`config.mk`:
```
export PLATFORM = sky130hd
export DESIGN_NAME = divmod
export DESIGN_NICKNAME = d
export VERILOG_FILES = /design/src/rtl/divmod_pkg.sv /design/src/rtl/divmod_msb_index.sv /design/src/rtl/divmod.sv
export SDC_FILE = /design/constraint.sdc
export NUM_CORES = 1
export LEC_CHECK = 0
export CAP_MARGIN = 20
export CORE_ASPECT_RATIO = 1.4
export CORE_MARGIN = 2
export CORE_UTILIZATION = 59
export DETAILED_ROUTE_END_ITERATION = 12
export GPL_ROUTABILITY_DRIVEN = 0
export MAX_ROUTING_LAYER = met4
export PLACE_DENSITY_LB_ADDON = 0.08
export SLEW_MARGIN = 5
export SYNTH_ARGS = -nofsm -noshare
export SYNTH_HDL_FRONTEND = slang
export SYNTH_SLANG_ARGS = --single-unit
```
`constraint.sdc`:
```
create_clock -name clk -period 4.29 [get_ports clk]
set_clock_uncertainty 0.1 [all_clocks]
set_input_delay 0.858 -clock clk [delete_from_list [all_inputs] [get_ports clk]]
set_output_delay 0.858 -clock clk [all_outputs]
set_load 0.005 [all_outputs]
```
`src/rtl/divmod_pkg.sv`:
```
// Shared types for the divmod sequential divider.
package divmod_pkg;

  typedef enum logic [2:0] {
    ST_READY = 3'd0,
    ST_NORM  = 3'd1,
    ST_ITER  = 3'd2,
    ST_FIX   = 3'd3,
    ST_ERROR = 3'd4
  } state_t;

endpackage

```
`src/rtl/divmod_msb_index.sv`:
```
// Combinational priority encoder: index of the highest set bit, 0 for an all-zero input.
module msb_index #(
  parameter int WIDTH = 16,
  parameter int SW    = $clog2(WIDTH)
) (
  input  logic [WIDTH-1:0] i_x,
  output logic [SW-1:0]    o_idx
);

  always_comb begin
    o_idx = '0;
    for (int unsigned i = 0; i < WIDTH; i++) begin
      if (i_x[i]) o_idx = SW'(i);
    end
  end

endmodule

```
`src/rtl/divmod.sv`:
```
// Sequential restoring divider producing quotient and remainder, unsigned or
// truncating signed; go is edge-triggered and results hold until the next op.
module divmod
  import divmod_pkg::*;
#(
  parameter int WIDTH = 16,
  parameter int SW    = $clog2(WIDTH)
) (
  input  logic             clk,
  input  logic             rst,
  input  logic             go,
  input  logic             sgn,
  input  logic [WIDTH-1:0] a,
  input  logic [WIDTH-1:0] b,
  output logic             ready,
  output logic             error,
  output logic [WIDTH-1:0] quot,
  output logic [WIDTH-1:0] rem
);

  state_t           r_state, w_next;
  logic             r_go_d;
  logic [WIDTH-1:0] r_A, r_B, r_Q;
  logic [SW-1:0]    r_cnt;
  logic             r_sgn, r_sa, r_sb;
  logic             r_ready, r_error;
  logic [WIDTH-1:0] r_quot, r_rem;

  logic             w_edge, w_reject, w_take;
  logic [WIDTH-1:0] w_min, w_abs_a, w_abs_b, w_diff;
  logic [SW-1:0]    w_msb_a, w_msb_b, w_shift;

  assign w_edge   = go & ~r_go_d;
  assign w_min    = {1'b1, {(WIDTH-1){1'b0}}};
  assign w_reject = (b == '0) || (sgn && (a == w_min) && (b == '1));
  // |MIN| wraps to MIN, which is the correct unsigned magnitude.
  assign w_abs_a  = (sgn && a[WIDTH-1]) ? -a : a;
  assign w_abs_b  = (sgn && b[WIDTH-1]) ? -b : b;

  msb_index #(.WIDTH(WIDTH), .SW(SW)) u_msb_a (.i_x(r_A), .o_idx(w_msb_a));
  msb_index #(.WIDTH(WIDTH), .SW(SW)) u_msb_b (.i_x(r_B), .o_idx(w_msb_b));

  assign w_shift = (w_msb_a > w_msb_b) ? (w_msb_a - w_msb_b) : '0;
  assign w_take  = (r_B <= r_A);
  assign w_diff  = r_A - r_B;

  always_comb begin
    w_next = r_state;
    if (w_edge) begin
      w_next = w_reject ? ST_ERROR : ST_NORM;
    end else begin
      case (r_state)
        ST_NORM: w_next = ST_ITER;
        ST_ITER: if (r_cnt == '0) w_next = ST_FIX;
        ST_FIX:  w_next = ST_READY;
        default: w_next = r_state;
      endcase
    end
  end

  always_ff @(posedge clk) begin
    if (rst) begin
      r_state <= ST_READY;
      r_go_d  <= 1'b0;
      r_ready <= 1'b1;
      r_error <= 1'b0;
      r_quot  <= '0;
      r_rem   <= '0;
    end else begin
      r_state <= w_next;
      r_go_d  <= go;
      r_ready <= (w_next == ST_READY) || (w_next == ST_ERROR);
      r_error <= (w_next == ST_ERROR);
      if (!w_edge && r_state == ST_FIX) begin
        r_quot <= (r_sgn && (r_sa != r_sb)) ? -r_Q : r_Q;
        r_rem  <= (r_sgn && r_sa) ? -r_A : r_A;
      end
    end
  end

  // Datapath registers need no reset: they are always loaded before use.
  always_ff @(posedge clk) begin
    if (w_edge) begin
      r_A   <= w_abs_a;
      r_B   <= w_abs_b;
      r_sgn <= sgn;
      r_sa  <= a[WIDTH-1];
      r_sb  <= b[WIDTH-1];
    end else begin
      case (r_state)
        ST_NORM: begin
          r_B   <= r_B << w_shift;
          r_cnt <= w_shift;
          r_Q   <= '0;
        end
        ST_ITER: begin
          r_Q <= {r_Q[WIDTH-2:0], w_take};
          if (w_take) r_A <= w_diff;
          r_B <= r_B >> 1;
          if (r_cnt != '0) r_cnt <= r_cnt - 1'b1;
        end
        default: ;
      endcase
    end
  end

  always_ff @(posedge clk) begin
    if (!rst && r_state == ST_ITER && w_next == ST_FIX) begin
      assert (r_cnt == '0);
    end
  end

  assign ready = r_ready;
  assign error = r_error;
  assign quot  = r_quot;
  assign rem   = r_rem;

endmodule
```
==> results of run 1 <==
==> cell usage after synthesis (all sizes together) (16+ instances only) <==
cell type  number
mux2i          18
buf            20
clkbuf         27
and3           18
o31ai          16
dfxtp          38
nand3          16
o21ai          41
a211oi         33
edfxtp         55
nor2          100
nor3           21
inv            39
xnor2          39
ha             26
xor2           24
a21oi          69
nand2          60
==> power breakdown <==
group	switching, mW	total [mW]	internal, mW
Sequential	0.310	1.58	1.27
Combinational	2.97	4.96	2.00
Clock	0.356	0.905	0.550
==> registers in the layout, indices dropped and copies added, names as in the netlist, named ones only <==
name     count
quot        16
r_A         16
r_Q         16
rem         16
r_B         15
r_cnt        4
r_state      3
error        1
r_go_d       1
r_sa         1
r_sb         1
r_sgn        1
ready        1
==> kinds of logic after synthesis <==
kind of cell,count (synthesis),share of synthesized area
AO/OA/AOI/OAI,257,0.247
XOR/XNOR,63,0.0773
adder cells (fa/ha/maj),28,0.0512
buffers and inverters,86,0.0536
flip-flops,93,0.338
multiplexers,21,0.0305
AND/OR/NAND/NOR,289,0.203
==> final timing paths <==
kind	start	endpoint	cells past startpoint
min reg2reg	rem[13]	rem[13]	2
max	r_B[2]	r_B[12]	15
min	rem[13]	rem[13]	2
max reg2reg	r_B[2]	r_B[12]	15
==> critical path, cell delays in order (launching register included) <==
cell,delay [ns]
edfxtp_1,0.46
inv_1,0.16
a21oi_1,0.08
o21ai_0,0.17
a21oi_1,0.09
o31a_1,0.26
o31ai_1,0.22
ha_1,0.23
inv_1,0.06
fa_1,0.46
a211o_2,0.40
nand4_2,0.20
mux2i_1,0.26
mux2i_1,0.16
a211o_1,0.33
a32o_1,0.20
==> layout make-up <==
cell class                      count  share of cell area
Timing Repair Buffer               91               0.103
Tap cell                          147              0.0221
Inverter                           39              0.0176
Multi-Input combinational cell    658               0.526
Sequential cell                    93               0.290
Clock buffer                       10              0.0301
Clock inverter                      6              0.0107
==> routing by layer <==
layer	GRT usage	up-vias
met2	0.518	370
met5	-	-
li1	-	3255
met4	0.161	0
met3	0.0584	91
met1	0.325	3141
==> timing repair <==
| item | in CTS | in global routing |
|---|---|---|
| setup buffers | 0 | 1 |
| resized for setup | 0 | 3 |
| setup endpoints to repair | 0 | 17 |
==> flow_metrics.tcl, run 1 <==
set metrics [dict create \
    period_share 0.946 \
    htree_levels 3 \
    numClockSinks 93 \
    wl_met2_um 9570 \
    stdcell_count 1044 \
    synth.distinct_cells 86 \
    vias 6857 \
    seq_area_mm2 0.00241 \
    multi_input_area_mm2 0.00437 \
    worstPathArrival_ns 4.07 \
    synth_warnings 0 \
    cp.required_ns 4.30 \
    fill_cells 977 \
    hold_viol 0 \
    start_util 0.604 \
    core_region_area_mm2 0.0118 \
    final_core_util 0.703 \
    finalSetupViolCount 0 \
    crit_fanout 7 \
    numCtsBuffers 9 \
    clock.fmax_ghz 0.246 \
    final_area_mm2 0.00831 \
    cts_buffer_depth 2 \
    remaining_drc_errors 0 \
    worstHoldPathType "register to register" \
    num_rows 47 \
    dpl.hpwl_um 14600 \
    cts_root_buf "clkbuf_16" \
    wl_met3_um 1450 \
    power.density_mw_per_mm2 896 \
    crit_path_end_kind "register" \
    outcome "finished clean" \
    drtIter0Drc 640 \
    p_leak_nw 3.07 \
    wl_um 19600 \
    ir_drop_mv 0.488 \
    max_cap_violations 0 \
    maxSlewViolCount 0 \
    syn2layout_area_growth_pct 16.3 \
    m1WireLength_um 7560 \
    synth_ff_type "edfxtp_1" \
    pre_cts_ws_ns 0.200 \
    synth-edff-count 55 \
    grt_max_degree 58 \
    yosysTopAreaCell "edfxtp_1" \
    fin_hold_ws_ns 0.374 \
    dieArea_mm2 0.0130 \
    synth_top_area_share 0.231 \
    io_pins 70 \
    grt_antenna_before_repair 0 \
    synth_area_mm2 0.00714 \
    insertion_delay_ns 0.35 \
    path_clk_slew_ns 0.07 \
    wl_per_cell_um 18.8 \
    critPathLaunchType "register" \
    synth_cells 837 \
    n_antenna_cell 0 \
    rsz0062_at_grt "no" \
    nets 956 \
    grt_overflow 0 \
    ys_top_cells_by_area "edfxtp_1 (23%), dfxtp_1 (11%), nor2_1 (5.2%), xnor2_1 (4.8%), a21oi_1 (4.8%)" \
    grt_pass1_vias 6487 \
    final_cell_mix "nor2_1 (99), clkdlybuf4s50_1 (69), a21oi_1 (68)" \
    worst-r2r-setup-slack_ns 0.23 \
    finalWorstSetupSlack_ns 0.231 \
    synthArstFlopShare 0 \
    grt_usage 0.300 \
    relSlewSlack 0.377 \
    syn_area_per_cell_um2 8.53 \
    vias_per_cell 6.57 \
    grt_pass1_wl_um 30900 \
    power_mw 7.45 \
    dr.pass1.iters 8 \
    port_buffers 69 \
    highest_layer "met4" \
    yosysSeqAreaShare 0.338 \
    tightest_slew_ns 0.934 \
    die_y_um 134 \
    setup_tns_ns 0 \
    place_area_mm2 0.00794 \
    place_inst 1027 \
    drive_gt1_frac 0.0758 \
    critical_path_class "register to register" \
    cts_tree "done" \
    synth_nets 901 \
    die_x_um 97.0 \
    ys_seq_elements 93 \
    post-route-min-period_ns 4.06 \
    detail-route-antenna-nets 0 \
    cts_hold_buf 0 \
    final_common_cell "nor2_1" \
]
Note: power is estimated with default switching activity, not from simulation.
==> inputs of run 2 (changes only) <==
SLEW_MARGIN = 20   (was 5)
==> results of run 2 <==
Final layout, timing and power as in run 1 (identical DEF).
==> RTL change (flow settings as in run 1) <==
`WIDTH` is set to 16 in 2 places; all go to 8.
--- a/src/rtl/divmod_msb_index.sv
+++ b/src/rtl/divmod_msb_index.sv
@@ -1,5 +1,5 @@
 // Combinational priority encoder: index of the highest set bit, 0 for an all-zero input.
 module msb_index #(
-  parameter int WIDTH = 16,
+  parameter int WIDTH = 8,
   parameter int SW    = $clog2(WIDTH)
 ) (
--- a/src/rtl/divmod.sv
+++ b/src/rtl/divmod.sv
@@ -4,5 +4,5 @@
   import divmod_pkg::*;
 #(
-  parameter int WIDTH = 16,
+  parameter int WIDTH = 8,
   parameter int SW    = $clog2(WIDTH)
 ) (
Ports: changed (resized a, b, quot and rem); port bits go from 70 to 38. The function was not compared with the original's and may differ.
==> RTL change against run 1 <==
- design area fell by 52%
- sequential cell count shrank 41
- setup slack gained 870 ps
- clock power is 69% lower
- synthesized cell count fell by 53%
- area after synthesis shrank 52%
- total power shrank 63%
- wire length down 59%
- sequential share of layout area up 4.8 points
- critical path type unchanged
==> RTL change: results (changes against run 1) <==
| Metric | Value |
|---|---|
| Status | `complete, no violations (unchanged)` |
| CTS hold repair buffers | `0 (unchanged)` |
| Vias | `3066 (was 6857)` |
| Root Buffer | `clkbuf_8 (was clkbuf_16)` |
| Hold Path Class | `reg -> reg (unchanged)` |
| Clk Latency, worst-skew pair | `300 ps (was 350 ps)` |
| Clock-pin slew on the worst setup and hold paths | `90 ps (was 70 ps)` |
| Syn Nets | `434 (was 901)` |
| PortBufs | `37 (was 69)` |
| Worst-Margin Slew | `921.9 ps (was 934.4 ps)` |
| CTS resizes | `0 (unchanged)` |
| Drt pass-1 iters | `4 (was 8)` |
| Hpwl dp | `6.306 mm (was 14.60 mm)` |
| Crit path max fanout | `10 (was 7)` |
| Yosys warns | `0 (unchanged)` |
| Initial DRC Count | `191 (was 640)` |
| Cell variety after synth | `52 (was 86)` |
| Adder-cell share of the synthesized area | `7.681% (was 5.117%)` |
| First-pass GRT wire length | `12.92 mm (was 30.90 mm)` |
| Total GRT Usage | `27.02% (was 29.97%)` |
| Post-synth EDFFs | `30 (was 55)` |
| Leading post-synthesis cells by cell area | `edfxtp_1, dfxtp_1, ha_1 (was edfxtp_1, dfxtp_1, nor2_1)` |
| Share of post-route cells with drive strength above 1 | `4.429% (was 7.581%)` |
| NumNets Final | `468 (was 956)` |
| Largest net degree at the start of global routing | `29 (was 58)` |
| Register area share after synthesis | `38.84% (was 33.78%)` |
| Final WL | `7.936 mm (was 19.59 mm)` |
| H-tree levels | `2 (was 3)` |
| Synth top cells by count | `nor2_1, edfxtp_1, a21oi_1, nand2_1, inv_1 (was nor2_1, a21oi_1, nand2_1, edfxtp_1, o21ai_0)` |
| Post-synthesis xor/xnor area fraction | `7.355% (was 7.727%)` |
| Fraction of registers with async set or reset after synthesis | `0% (unchanged)` |
| CTS Buf Count | `5 (was 9)` |
| Post-synthesis mux area share | `2.029% (was 3.049%)` |
| Compound-Gate Fraction of Synth Area | `19.17% (was 24.69%)` |
| Worst Path Arrival | `3150 ps (was 4070 ps)` |
| Static Leak | `0.001511 uW (was 0.003073 uW)` |
| Ant. Diodes | `0 (unchanged)` |
| Placed Area | `3877 um^2 (was 7943 um^2)` |
| Peak supply drop | `0.0003475 V (was 0.0004875 V)` |
| Number of global-route vias before repair | `2891 (was 6487)` |
-- RTL change: cell types whose count changed after synthesis, sizes merged, moves of 13 or more --
cell and delta:
clkbuf -17, dfxtp -16, xor2 -16, a21oi -42, nand2 -33, a211oi -15, xnor2 -18, inv -14
edfxtp -25, nand4 -13, nor2 -39, o21ai -24, buf -16
-- RTL change: per-layer routing --
layer / up-vias / global-route usage, % / part of all wire [%]
met5: - / - / 0
met4: 0 / 12.50 / 3.6
met3: 31 / 3.576 / 4.8
met2: 126 / 47.04 / 53
met1: 1419 / 29.60 / 39
li1: 1490 / - / -
-- RTL change: power by group --
part	internal [uW]	leakage [uW]	switching (uW)	total [uW]
clock	117	0.0000457	164	281
combinational	681	0.000999	974	1650
sequential	690	0.000466	122	812
-- RTL change: per-stage QoR --
step	worst slack, ps	cells	total power (uW)
after floorplan	1450	394	2101
after detailed placement	1153	491	2441
after global placement	1188	491	2411
after global routing	902.5	499	2960
final	1104	499	2748
after CTS	1126	499	2724
-- RTL change: area by class of cell --
| type | instances | area (um^2) |
|---|---|---|
| multi-input combinational | 303 | 1954 |
| fill | 489 | 1774 |
| sequential | 52 | 1341 |
| timing repair buffer | 41 | 400.4 |
| inverter | 25 | 93.84 |
| tap | 70 | 87.58 |
| clock buffer | 6 | 72.57 |
| clock inverter | 2 | 15.01 |
-- RTL change: worst max-delay path, cell delays in order (launching register included) --
cell and delay, ps:
edfxtp_1 460, inv_1 160, a211oi_1 90, nor3_1 310, ha_1 350, and3_4 210, a211oi_4 300, and2_1 410
o21ai_1 100, a22o_1 190, a211o_1 280
-- RTL change: final timing paths --
check	from	end	slack, ps	cells past startpoint
min reg2reg	rem[1]	rem[1]	400	2
min	rem[1]	rem[1]	400	2
max reg2reg	r_B[3]	r_B[7]	1100	10
max	r_B[3]	r_B[7]	1100	10
